==> config.mk <==
export PLATFORM = sky130hd
export DESIGN_NAME = cq_viola_nios2_oci_dct_packer
export DESIGN_NICKNAME = d
export VERILOG_FILES = /design/src/rtl/cq_viola_nios2_oci_dct_packer.sv
export SDC_FILE = /design/constraint.sdc
export NUM_CORES = 1
export LEC_CHECK = 0
export CORE_ASPECT_RATIO = 1.5
export CORE_UTILIZATION = 32
export DETAILED_ROUTE_END_ITERATION = 16
export HOLD_SLACK_MARGIN = 0.05
export SYNTH_ARGS = -nofsm -noshare
export SYNTH_HDL_FRONTEND = slang
export SYNTH_SLANG_ARGS = --single-unit
==> constraint.sdc <==
create_clock -name clk -period 9.7 [get_ports clk]
set_clock_uncertainty 0.2 [all_clocks]
set_input_delay 2.425 -clock clk [delete_from_list [all_inputs] [get_ports clk]]
set_output_delay 2.425 -clock clk [all_outputs]
set_load 0.01 [all_outputs]
==> src/rtl/cq_viola_nios2_oci_dct_packer.sv <==
// Debug-capture-trace packer: gathers narrow trace items into wide words,
// queues finished words in a small shift FIFO and flushes on test end.
module cq_viola_nios2_oci_dct_packer #(
   parameter int unsigned ITEM_W     = 2,
   parameter int unsigned SLOTS      = 15,
   parameter int unsigned FIFO_DEPTH = 4,
   parameter int unsigned CNT_W      = 4,
   parameter int unsigned OVF_W      = 16
) (
   input  logic                          clk,
   input  logic                          reset_n,
   input  logic                          item_valid,
   input  logic [ITEM_W-1:0]             item_data,
   input  logic                          test_ending,
   output logic                          out_valid,
   input  logic                          out_ready,
   output logic [ITEM_W*SLOTS-1:0]       out_buffer,
   output logic [CNT_W-1:0]              out_count,
   output logic [$clog2(FIFO_DEPTH):0]   fifo_level,
   output logic [OVF_W-1:0]              ovf_count,
   output logic                          test_has_ended
);

   localparam int unsigned BUF_W = ITEM_W * SLOTS;
   localparam int unsigned LVL_W = $clog2(FIFO_DEPTH) + 1;

   typedef enum logic [1:0] {
      RUN   = 2'd0,
      DRAIN = 2'd1,
      ENDED = 2'd2
   } state_t;

   state_t           state;
   logic             te_q;

   logic [BUF_W-1:0] pk_buf;
   logic [CNT_W-1:0] pk_cnt;
   logic [BUF_W-1:0] buf_after;
   logic [CNT_W-1:0] cnt_after;

   logic [BUF_W-1:0] mem_buf [FIFO_DEPTH];
   logic [CNT_W-1:0] mem_cnt [FIFO_DEPTH];
   logic [BUF_W-1:0] nxt_buf [FIFO_DEPTH];
   logic [CNT_W-1:0] nxt_cnt [FIFO_DEPTH];

   logic [LVL_W-1:0] wr_idx;
   logic [LVL_W-1:0] level_nxt;

   logic             running;
   logic             accept;
   logic             flush;
   logic             commit;
   logic             full;
   logic             pop;
   logic             push;
   logic             drop;

   // Entry 0 of the shift FIFO is always the head word.
   assign out_buffer = mem_buf[0];
   assign out_count  = mem_cnt[0];

   // Packing and commit decision; an item arriving with the flush edge is included first.
   always_comb begin
      running   = (state == RUN);
      accept    = running & item_valid;
      flush     = running & test_ending & ~te_q;
      cnt_after = pk_cnt + CNT_W'(accept);
      buf_after = pk_buf;
      for (int unsigned k = 0; k < SLOTS; k++) begin
         if (accept && (pk_cnt == CNT_W'(k))) begin
            buf_after[k*ITEM_W +: ITEM_W] = item_data;
         end
      end
      commit    = running & ((cnt_after == CNT_W'(SLOTS)) | (flush & (cnt_after != '0)));
      full      = (fifo_level == LVL_W'(FIFO_DEPTH));
      pop       = out_valid & out_ready;
      push      = commit & (~full | pop);
      drop      = commit & full & ~pop;
      wr_idx    = fifo_level - LVL_W'(pop);
      level_nxt = fifo_level + LVL_W'(push) - LVL_W'(pop);
   end

   // Next FIFO contents: shift on pop, then write the new tail slot.
   always_comb begin
      for (int unsigned i = 0; i < FIFO_DEPTH; i++) begin
         nxt_buf[i] = mem_buf[i];
         nxt_cnt[i] = mem_cnt[i];
      end
      if (pop) begin
         for (int unsigned i = 0; i < FIFO_DEPTH - 1; i++) begin
            nxt_buf[i] = mem_buf[i+1];
            nxt_cnt[i] = mem_cnt[i+1];
         end
         nxt_buf[FIFO_DEPTH-1] = '0;
         nxt_cnt[FIFO_DEPTH-1] = '0;
      end
      if (push) begin
         for (int unsigned i = 0; i < FIFO_DEPTH; i++) begin
            if (wr_idx == LVL_W'(i)) begin
               nxt_buf[i] = buf_after;
               nxt_cnt[i] = cnt_after;
            end
         end
      end
   end

   always_ff @(posedge clk or negedge reset_n) begin
      if (!reset_n) begin
         for (int unsigned i = 0; i < FIFO_DEPTH; i++) begin
            mem_buf[i] <= '0;
            mem_cnt[i] <= '0;
         end
         fifo_level <= '0;
         out_valid  <= 1'b0;
         ovf_count  <= '0;
      end else begin
         for (int unsigned i = 0; i < FIFO_DEPTH; i++) begin
            mem_buf[i] <= nxt_buf[i];
            mem_cnt[i] <= nxt_cnt[i];
         end
         fifo_level <= level_nxt;
         out_valid  <= (level_nxt != '0);
         if (drop && (ovf_count != '1)) begin
            ovf_count <= ovf_count + OVF_W'(1);
         end
      end
   end

   // Pack buffer is cleared on every commit, including dropped ones.
   always_ff @(posedge clk or negedge reset_n) begin
      if (!reset_n) begin
         pk_buf <= '0;
         pk_cnt <= '0;
         te_q   <= 1'b0;
      end else begin
         te_q <= test_ending;
         if (commit) begin
            pk_buf <= '0;
            pk_cnt <= '0;
         end else if (accept) begin
            pk_buf <= buf_after;
            pk_cnt <= cnt_after;
         end
      end
   end

   always_ff @(posedge clk or negedge reset_n) begin
      if (!reset_n) begin
         state          <= RUN;
         test_has_ended <= 1'b0;
      end else begin
         case (state)
            RUN: begin
               if (flush) state <= DRAIN;
            end
            DRAIN: begin
               if (fifo_level == '0) state <= ENDED;
            end
            ENDED: begin
               test_has_ended <= 1'b1;
            end
            default: begin
               state <= RUN;
            end
         endcase
      end
   end

endmodule

== Word-level counts from Yosys, hierarchy flattened ==
Index checks and enable logic that the tools add are counted.
Word-level totals
  flip-flop bits (word level): 194
  bits of input ports: 7
  word-level logic and storage cells: 118
Cells by class
  add/sub/neg operators: 5
  eq/ne operators: 24
  muxes and demuxes: 34
  bitwise logic cells: 15
  reductions and logical operators: 24
Operators with widths (count)
  $mux 120: 2
  $mux 30: 6
  $mux 2: 17
  $eq 4x4->1 const B: 8
  $mux 16: 2
  $mux 4: 6
  $add 16x1->16 const B: 1
  $eq 4x3->1 const B: 4
  $logic_and 1x1->1: 16
  $ne 16x16->1 const B: 1
  $and 1x1->1: 9
  $eq 4x2->1 const B: 2
  $eq 3x2->1 const B: 2
  $logic_not 3->1: 2
  $pmux 2 s3: 1
  $sub 3x1->3: 2
  $add 4x1->4: 1
  $eq 4x1->1 const B: 1
  $logic_not 4->1: 1
  $not 1->1: 4
  $reduce_bool 4->1: 1
  $add 3x1->3: 1
  $eq 3x1->1 const B: 1
  $eq 3x3->1 const B: 1
  9 further kinds: 10

== Depth between registers and ports, before layout ==
  word-level depth: 11
  depth in mapped cells: 18
  mapped depth without buffers: 15

== Least setup slack after synthesis ==
No wires, ideal clock.
  kind: input to register
  start point: input port item_valid
  end point: register out_valid
  library setup time: 131 ps
  data arrival time: 5870 ps
  path slack: 3499 ps
  cell stages on the path: 18
  path buffers: 3
  cell sequence: or3b_1 -> buf_2 -> inv_2 -> ha_1 -> ha_1 -> xor2_1 -> a41oi_1 -> a21oi_2 -> buf_6 -> clkbuf_1 -> nand2_1 -> ha_1 -> inv_1 -> ha_1 -> fa_1 -> xor2_1 -> xnor2_1 -> or3_1
Between the ends
  cells in the longest elaborated chain, start to end: 10
  elaborated cells on any way between the ends: 11
Ends and longest elaborated chain
  start, declared: line 12  | input logic item_valid,
  $and 1x1->1 *: line 65  | accept = running & item_valid;
  $add 4x1->4 *: line 67  | cnt_after = pk_cnt + CNT_W'(accept);
  $reduce_bool 4->1: line 74  | commit = running & ((cnt_after == CNT_W'(SLOTS)) | (flush & (cnt_after != '0)));
  $and 1x1->1: line 74
  $or 1x1->1 *: line 74
  $and 1x1->1 *: line 74
  $and 1x1->1 *: line 77  | push = commit & (~full | pop);
  $add 3x1->3 *: line 80  | level_nxt = fifo_level + LVL_W'(push) - LVL_W'(pop);
  $sub 3x1->3 *: line 80
  named net level_nxt[2]: line 47  | logic [LVL_W-1:0] level_nxt;
  $reduce_bool 3->1 *: line 122  | out_valid <= (level_nxt != '0);
  end signal, assigned: line 122
  end, declared: line 15  | output logic out_valid,
Mark *: on every way through the listed nets, which the timed path passes. The rest lies on a longest branch.
A chain may end at the register's enable or synchronous reset.

== Final worst setup path ==
Ends and elaborated chain as after synthesis.

==> run_results.csv <==
group,metric,value,unit
sta,clock.fmax,146,MHz
yosys,postSynthAreaPerCell,12.4,sq um
min_path,hold_class,"reg -> reg",
run_status,status,"complete, no violations",
cells_and_area,layout_commonest_cell,"mux2i_1",
sta,rsz0062_at_grt,"false",
placement,portBuffers,61,
power,ir_drop,125,uV
power,p_leak,0.00515,uW
setup_path,path_delay_family,"adder cells",
placement,place_congestion,0.739,
detailed_routing,wl_met2,9.69,mm
cells_and_area,syn_to_final_growth,13.3,%
detailed_routing,via_per_inst,4.67,
setup_path,crit_fanout,40,
cts,cts_tree,"built",
sta,whs,0.283,ns
setup_path,crit_path_max_incr_delay,0.85,ns
detailed_routing,route.detailed.drc,0,
sta,max_slew_margin,0.279,
floorplanning,core,28600,sq um
grt,grt_usage,0.136,
cells_and_area,stdcell_area,10500,sq um
grt,gr-total-overflow,0,
setup_path,cp.arrival,6.98,ns
placement,dp_hpwl,12.0,mm
sta,final-max-slew-violation-count,0,
yosys,yosysWarningCount,0,
setup_path,cp_cell_sequence,"clkdlybuf4s50_1 -> or3b_1 -> inv_2 -> ha_1 -> ha_1 -> xor2_1 -> a41oi_1 -> a21oi_4 -> nand2_1 -> ha_1 -> inv_1 -> ha_1 -> fa_1 -> xor2_1 -> xnor2_1 -> or3_1",
setup_path,critPathCaptureType,"register",
power,powerDensity,194,nW/um^2
cts,cts.repair.resized,0,
min_path,hold_end,"test_has_ended$_DFFE_PN0N_",
cts,cts.sinks,194,
cells_and_area,fin_nets,775,
detailed_routing,ant_nets,0,
floorplanning,start_util,0.324,
cells_and_area,layout_common_cells,"mux2i_1, dfrtp_1, clkdlybuf4s50_1, nand2_1, nor2_1",
power,switching_power,610,uW
cts,post_cts_buffers,0,
cts,clock_latency,0.43,ns
placement,place_area,9940,sq um
cts,cts_root_buffer,"clkbuf_16",
setup_path,reg2reg_from,"state[0]$_DFFE_PN0P_",
cells_and_area,n_antenna_cell,0,
power,power_frac_seq,0.452,
sta,tns,0,ns
yosys,synthAdderAreaFrac,0.0116,
placement,dp.cells,1131,
yosys,synth_top_flop_cell,"dfrtp_1",
grt,grt_pass1_wl,31.5,mm
detailed_routing,num_vias,5422,
yosys,synthXorXnorAreaFrac,0.0206,
setup_path,critPathLaunchType,"input pin",
detailed_routing,wl,18.9,mm
setup_path,path_class,"in -> reg",
setup_path,r2r_slack,4.86,ns
setup_path,path_buf_inv,3,
cts,cts.path.max_buffers,2,
sta,fin_crit,6.86,ns
power,combPwrFrac,0.207,
cells_and_area,fin_cells,1161,
yosys,synth_compound_gate_area_share,0.00944,
floorplanning,rows,76,
yosys,synth.distinct_cells,47,
grt,first_global_vias,5766,
detailed_routing,wl_met3,416,microns
power,p_int,1430,uW
yosys,synth_mux_area_frac,0.291,
yosys,seq_area_frac_synth,0.523,
sta,setup_viol,0,
sta,min_period_over_period,0.707,
min_path,min_path_cells,1,
floorplanning,io_pins,62,
grt,antenna_found_initial,0,
cts,clk_pin_slew,0.07,ns
yosys,synth_enable_flop_cells,0,
yosys,async_flop_share,1.00,
setup_path,r2r_cells,15,
power,power_switching_share,0.299,
setup_path,crit_top_cell,"ha_1",
yosys,ys_ff_latch,194,
detailed_routing,wl_per_cell,16.3,microns
yosys,synthSimpleGateAreaFrac,0.0832,
yosys,synth.net_count,764,
cts,cts_buffers,17,
setup_path,crit_path_start,"item_valid",
cells_and_area,layout-drive-gt1-share,0.0636,
sta,hold_violations,0,
setup_path,crit_required,9.81,ns
floorplanning,die-area,29700,sq um
detailed_routing,dr.pass1.iters,6,
yosys,syn-cell-area,9280,sq um
yosys,netlist_instances,749,
power,power,2040,uW
floorplanning,die_y,211,microns
sta,worst_slew_pin_slew,1.08,ns
yosys,synth_top_family_by_area,"multiplexers",
detailed_routing,highest_layer,"met4",
power,pwr-share-clk,0.341,
setup_path,cpMaxStageDelayCell,"a21oi_4",
min_path,hold_start,"test_has_ended$_DFFE_PN0N_",
detailed_routing,drt-initial-drc-count,330,
floorplanning,die_w,141,microns
flow_run,cap_violations,0,
setup_path,r2r_end,"out_valid$_DFF_PN0_",
grt,grt_max_degree,85,
cts,htreeDepth,4,
cts,holdBufCountCts,0,
detailed_routing,wl_met1,8.47,mm
==> state kept, by name, summed over array words and instances, names as in the netlist <==
| register | cells |
|---|---|
| fifo_level | 3 |
| mem_buf | 90 |
| mem_cnt | 12 |
| out_buffer | 30 |
| out_count | 4 |
| out_valid | 1 |
| ovf_count | 16 |
| pk_buf | 30 |
| pk_cnt | 4 |
| state | 2 |
| te_q | 1 |
| test_has_ended | 1 |
==> cells in the mapped netlist (all sizes together), types with 6 or more instances <==
library cell / number / area [sq um]
nor2: 47 / 176
xor2: 6 / 60.1
inv: 10 / 37.5
mux2i: 268 / 2680
nand4: 14 / 87.6
dfrtp: 194 / 4850
clkbuf: 21 / 78.8
xnor2: 15 / 131
nand2: 52 / 195
ha: 7 / 87.6
nor3: 7 / 51.3
buf: 57 / 445
nand3: 11 / 55.1
==> cell families after synthesis <==
| kind of cell | count (synthesis) |
|---|---|
| AO/OA/AOI/OAI | 12 |
| buffers and inverters | 88 |
| AND/OR/NAND/NOR | 156 |
| adder cells (fa/ha/maj) | 8 |
| multiplexers | 270 |
| XOR/XNOR | 21 |
| flip-flops | 194 |
==> layer usage <==
| metal | vias to the layer above | global-route usage |
|---|---|---|
| met5 | - | 0 |
| met4 | 0 | 0.0442 |
| met3 | 22 | 0.0295 |
| met2 | 66 | 0.236 |
| met1 | 2744 | 0.167 |
| li1 | 2590 | - |
==> worst max path at each step <==
stage                                to  slack (ns)  cells past startpoint
floorplan           out_valid$_DFF_PN0_        3.50                     18
global placement    out_valid$_DFF_PN0_        2.52                     16
detailed placement  out_valid$_DFF_PN0_        2.40                     16
CTS                 out_valid$_DFF_PN0_        2.85                     16
global route        out_valid$_DFF_PN0_        2.60                     16
finish              out_valid$_DFF_PN0_        2.84                     16
==> through the flow <==
| step | utilization | worst slack, ns |
|---|---|---|
| finish | 0.367 | 2.84 |
| CTS | 0.367 | 2.85 |
| detailed placement | 0.347 | 2.40 |
| global placement | 0.347 | 2.52 |
| floorplan | - | 3.50 |
| global route | 0.367 | 2.60 |
==> power groups by stage <==
stage | combinational, uW | clock [uW] | sequential [uW]
floorplan | 322 | 0 | 911
global placement | 427 | 0 | 937
detailed placement | 431 | 0 | 937
CTS | 433 | 718 | 922
global route | 469 | 747 | 931
finish | 423 | 694 | 921
==> area by class of cell <==
type | instances | area (sq um)
Clock buffer | 26 | 499
Clock inverter | 4 | 73.8
Fill cell | 2797 | 18100
Inverter | 10 | 40.0
Multi-Input combinational cell | 467 | 3870
Sequential cell | 194 | 4850
Tap cell | 390 | 488
Timing Repair Buffer | 70 | 682
No activity file was read; power rests on OpenSTA's default activity.
==> variant: new RTL, same settings <==
The 3 states of `state_t` get a one-hot encoding in 3 bits.
--- a/src/rtl/cq_viola_nios2_oci_dct_packer.sv
+++ b/src/rtl/cq_viola_nios2_oci_dct_packer.sv
@@ -25,8 +25,8 @@
    localparam int unsigned LVL_W = $clog2(FIFO_DEPTH) + 1;
 
-   typedef enum logic [1:0] {
-      RUN   = 2'd0,
-      DRAIN = 2'd1,
-      ENDED = 2'd2
+   typedef enum logic [2:0] {
+      RUN   = 3'b001,
+      DRAIN = 3'b010,
+      ENDED = 3'b100
    } state_t;
 
Check against the original RTL: same outputs for any inputs over 4 cycles, from zero or initial values and one cycle with reset_n low; so few cycles prove little.
==> variant against the original RTL <==
  * Largest cell class unchanged
  * Synthesized cell count grew 0.67%
  * Cell count grew 0.60%
  * Routed wire length shrank 0.77%
  * Hold slack gained 0.0017 ns
  * Critical path type unchanged
  * Power up 2.4%
  * Sequential cell count is 1 higher
  * Cell area rose by 1.0%
  * Register-to-register slack hardly changed
  * Fmax grew 2.7%
  * Highest routed layer unchanged
  * Critical path depth grew 2
  * Area after synthesis rose by 1.4%
  * Worst setup slack better by 0.18 ns
==> variant: results (changes against the original RTL) <==
Global routing
  • Met1 Use GR: 16.14% (-0.60 points)
  • First-pass GRT wire length: 30,760 um (-2.2%)
  • Vias in the first global route: 5,803 (+0.64%)
  • Pin count of the biggest net entering global routing: 79 (-7.1%)
  • GR Util met2: 22.43% (-1.2 points)
  • GRT met3 Usage: 3.221% (+0.27 points)
  • Gr usage total: 13.26% (-0.36 points)

Power and ir drop
  • LEAKAGE: 0.005548 uW (+7.7%)
  • VDD IR max: 0.0001260 V (+0.71%)

Place
  • Post-DP HPWL: 11,650 um (-3.0%)
  • Placed cell areas: 9993 um2 (+0.55%)
  • GPL Wtd Cong: 0.7271 (-1.7%)
  • Pre-CTS setup slack: 2.536 ns (+0.1404 ns)
  • Number of cells after detailed placement: 1,137 (+0.53%)

Cells and area
  • Buffering overhead: 6.422% (-0.065 points)
  • Share of cells above drive strength 1: 7.069% (+0.71 points)
  • Clkbuf count: 20 (-23%)
  • Multi-input gates: 473 (+1.3%)
  • Multi-input logic area: 3906 um2 (+0.84%)
  • Largest cell class by area: registers
  • Layout fillers: 2,786 (-0.39%)
  • Fin nets: 781 (+0.77%)
  • FF+latch area: 4881 um2 (+0.54%)
  • Inverters: 9 (-1)
  • Util after Layout: 36.85% (+0.13 points)
  • Clock buf/inv share: 5.880% (+0.43 points)

STA
  • Max-slew headroom: 42.43% (+15 points)

Synthesis
  • Register area share after synthesis: 51.86% (-0.45 points)
  • Post-synthesis adder-cell area fraction: 1.143% (-0.016 points)
  • Ranking of synthesized cells by area: dfrtp_1 52%, mux2i_1 29%, buf_4 3.0%
  • Compound-Gate Fraction of Synth Area: 1.103% (+0.16 points)
  • Mapped Cells: 754 (+0.67%)
  • Synth Net Count: 769 (+0.65%)
  • Cell variety after synth: 45 (-4.3%)
  • Post-synthesis mux area share: 28.86% (-0.29 points)
  • XOR/XNOR share of the synthesized area: 1.662% (-0.40 points)
  • Most frequent cells after synthesis: 268 x mux2i_1, 194 x dfrtp_1, 54 x nand2_1

Routing
  • Routed met2 length: 9465 um (-2.3%)
  • WL met1: 8356 um (-1.3%)
  • Via Count: 5,457 (+0.65%)
  • Vias per cell: 4.672 (about the same)
  • Final wirelength: 18,730 um (-0.77%)
  • Met3 routed WL: 543 um (+31%)
  • Pre-Repair DR Iteration Count: 4 (-2)

Clock network
  • CTS Sinks: 195 (+0.52%)

Status
  • Outcome: finished, final reports clean

Worst setup path
  • CP max stage delay: 0.48 ns (-0.37 ns)
  • Slowest cell on the critical path: clkdlybuf4s50_1
  • Critical-path maximum fanout: 35 (-13%)
==> variant: cell count changes after synthesis, sizes merged, moves of 3 or more <==
cell	change
a21oi	+4
and3	+7
buf	+3
clkbuf	-4
nand3	-4
nor2	-7
nor2b	+6
o21ai	+3
xor2	-3
==> variant: power by group <==
part,switching (uW),total [uW],internal [uW]
sequential,47.7,924,876
clock,300,748,448
combinational,244,416,171
==> variant: final timing paths <==
check | cells past startpoint | end | slack, ns | start
hold reg to reg | 1 | test_has_ended | 0.28 | test_has_ended
min in group asynchronous | 1 | out_buffer[18] | 1.81 | reset_n
hold / removal | 1 | test_has_ended | 0.28 | test_has_ended
max in group asynchronous | 2 | mem_buf[30] | 6.22 | reset_n
setup reg to reg | 17 | out_valid | 4.86 | state[0]
setup / recovery | 18 | out_valid | 3.02 | item_valid
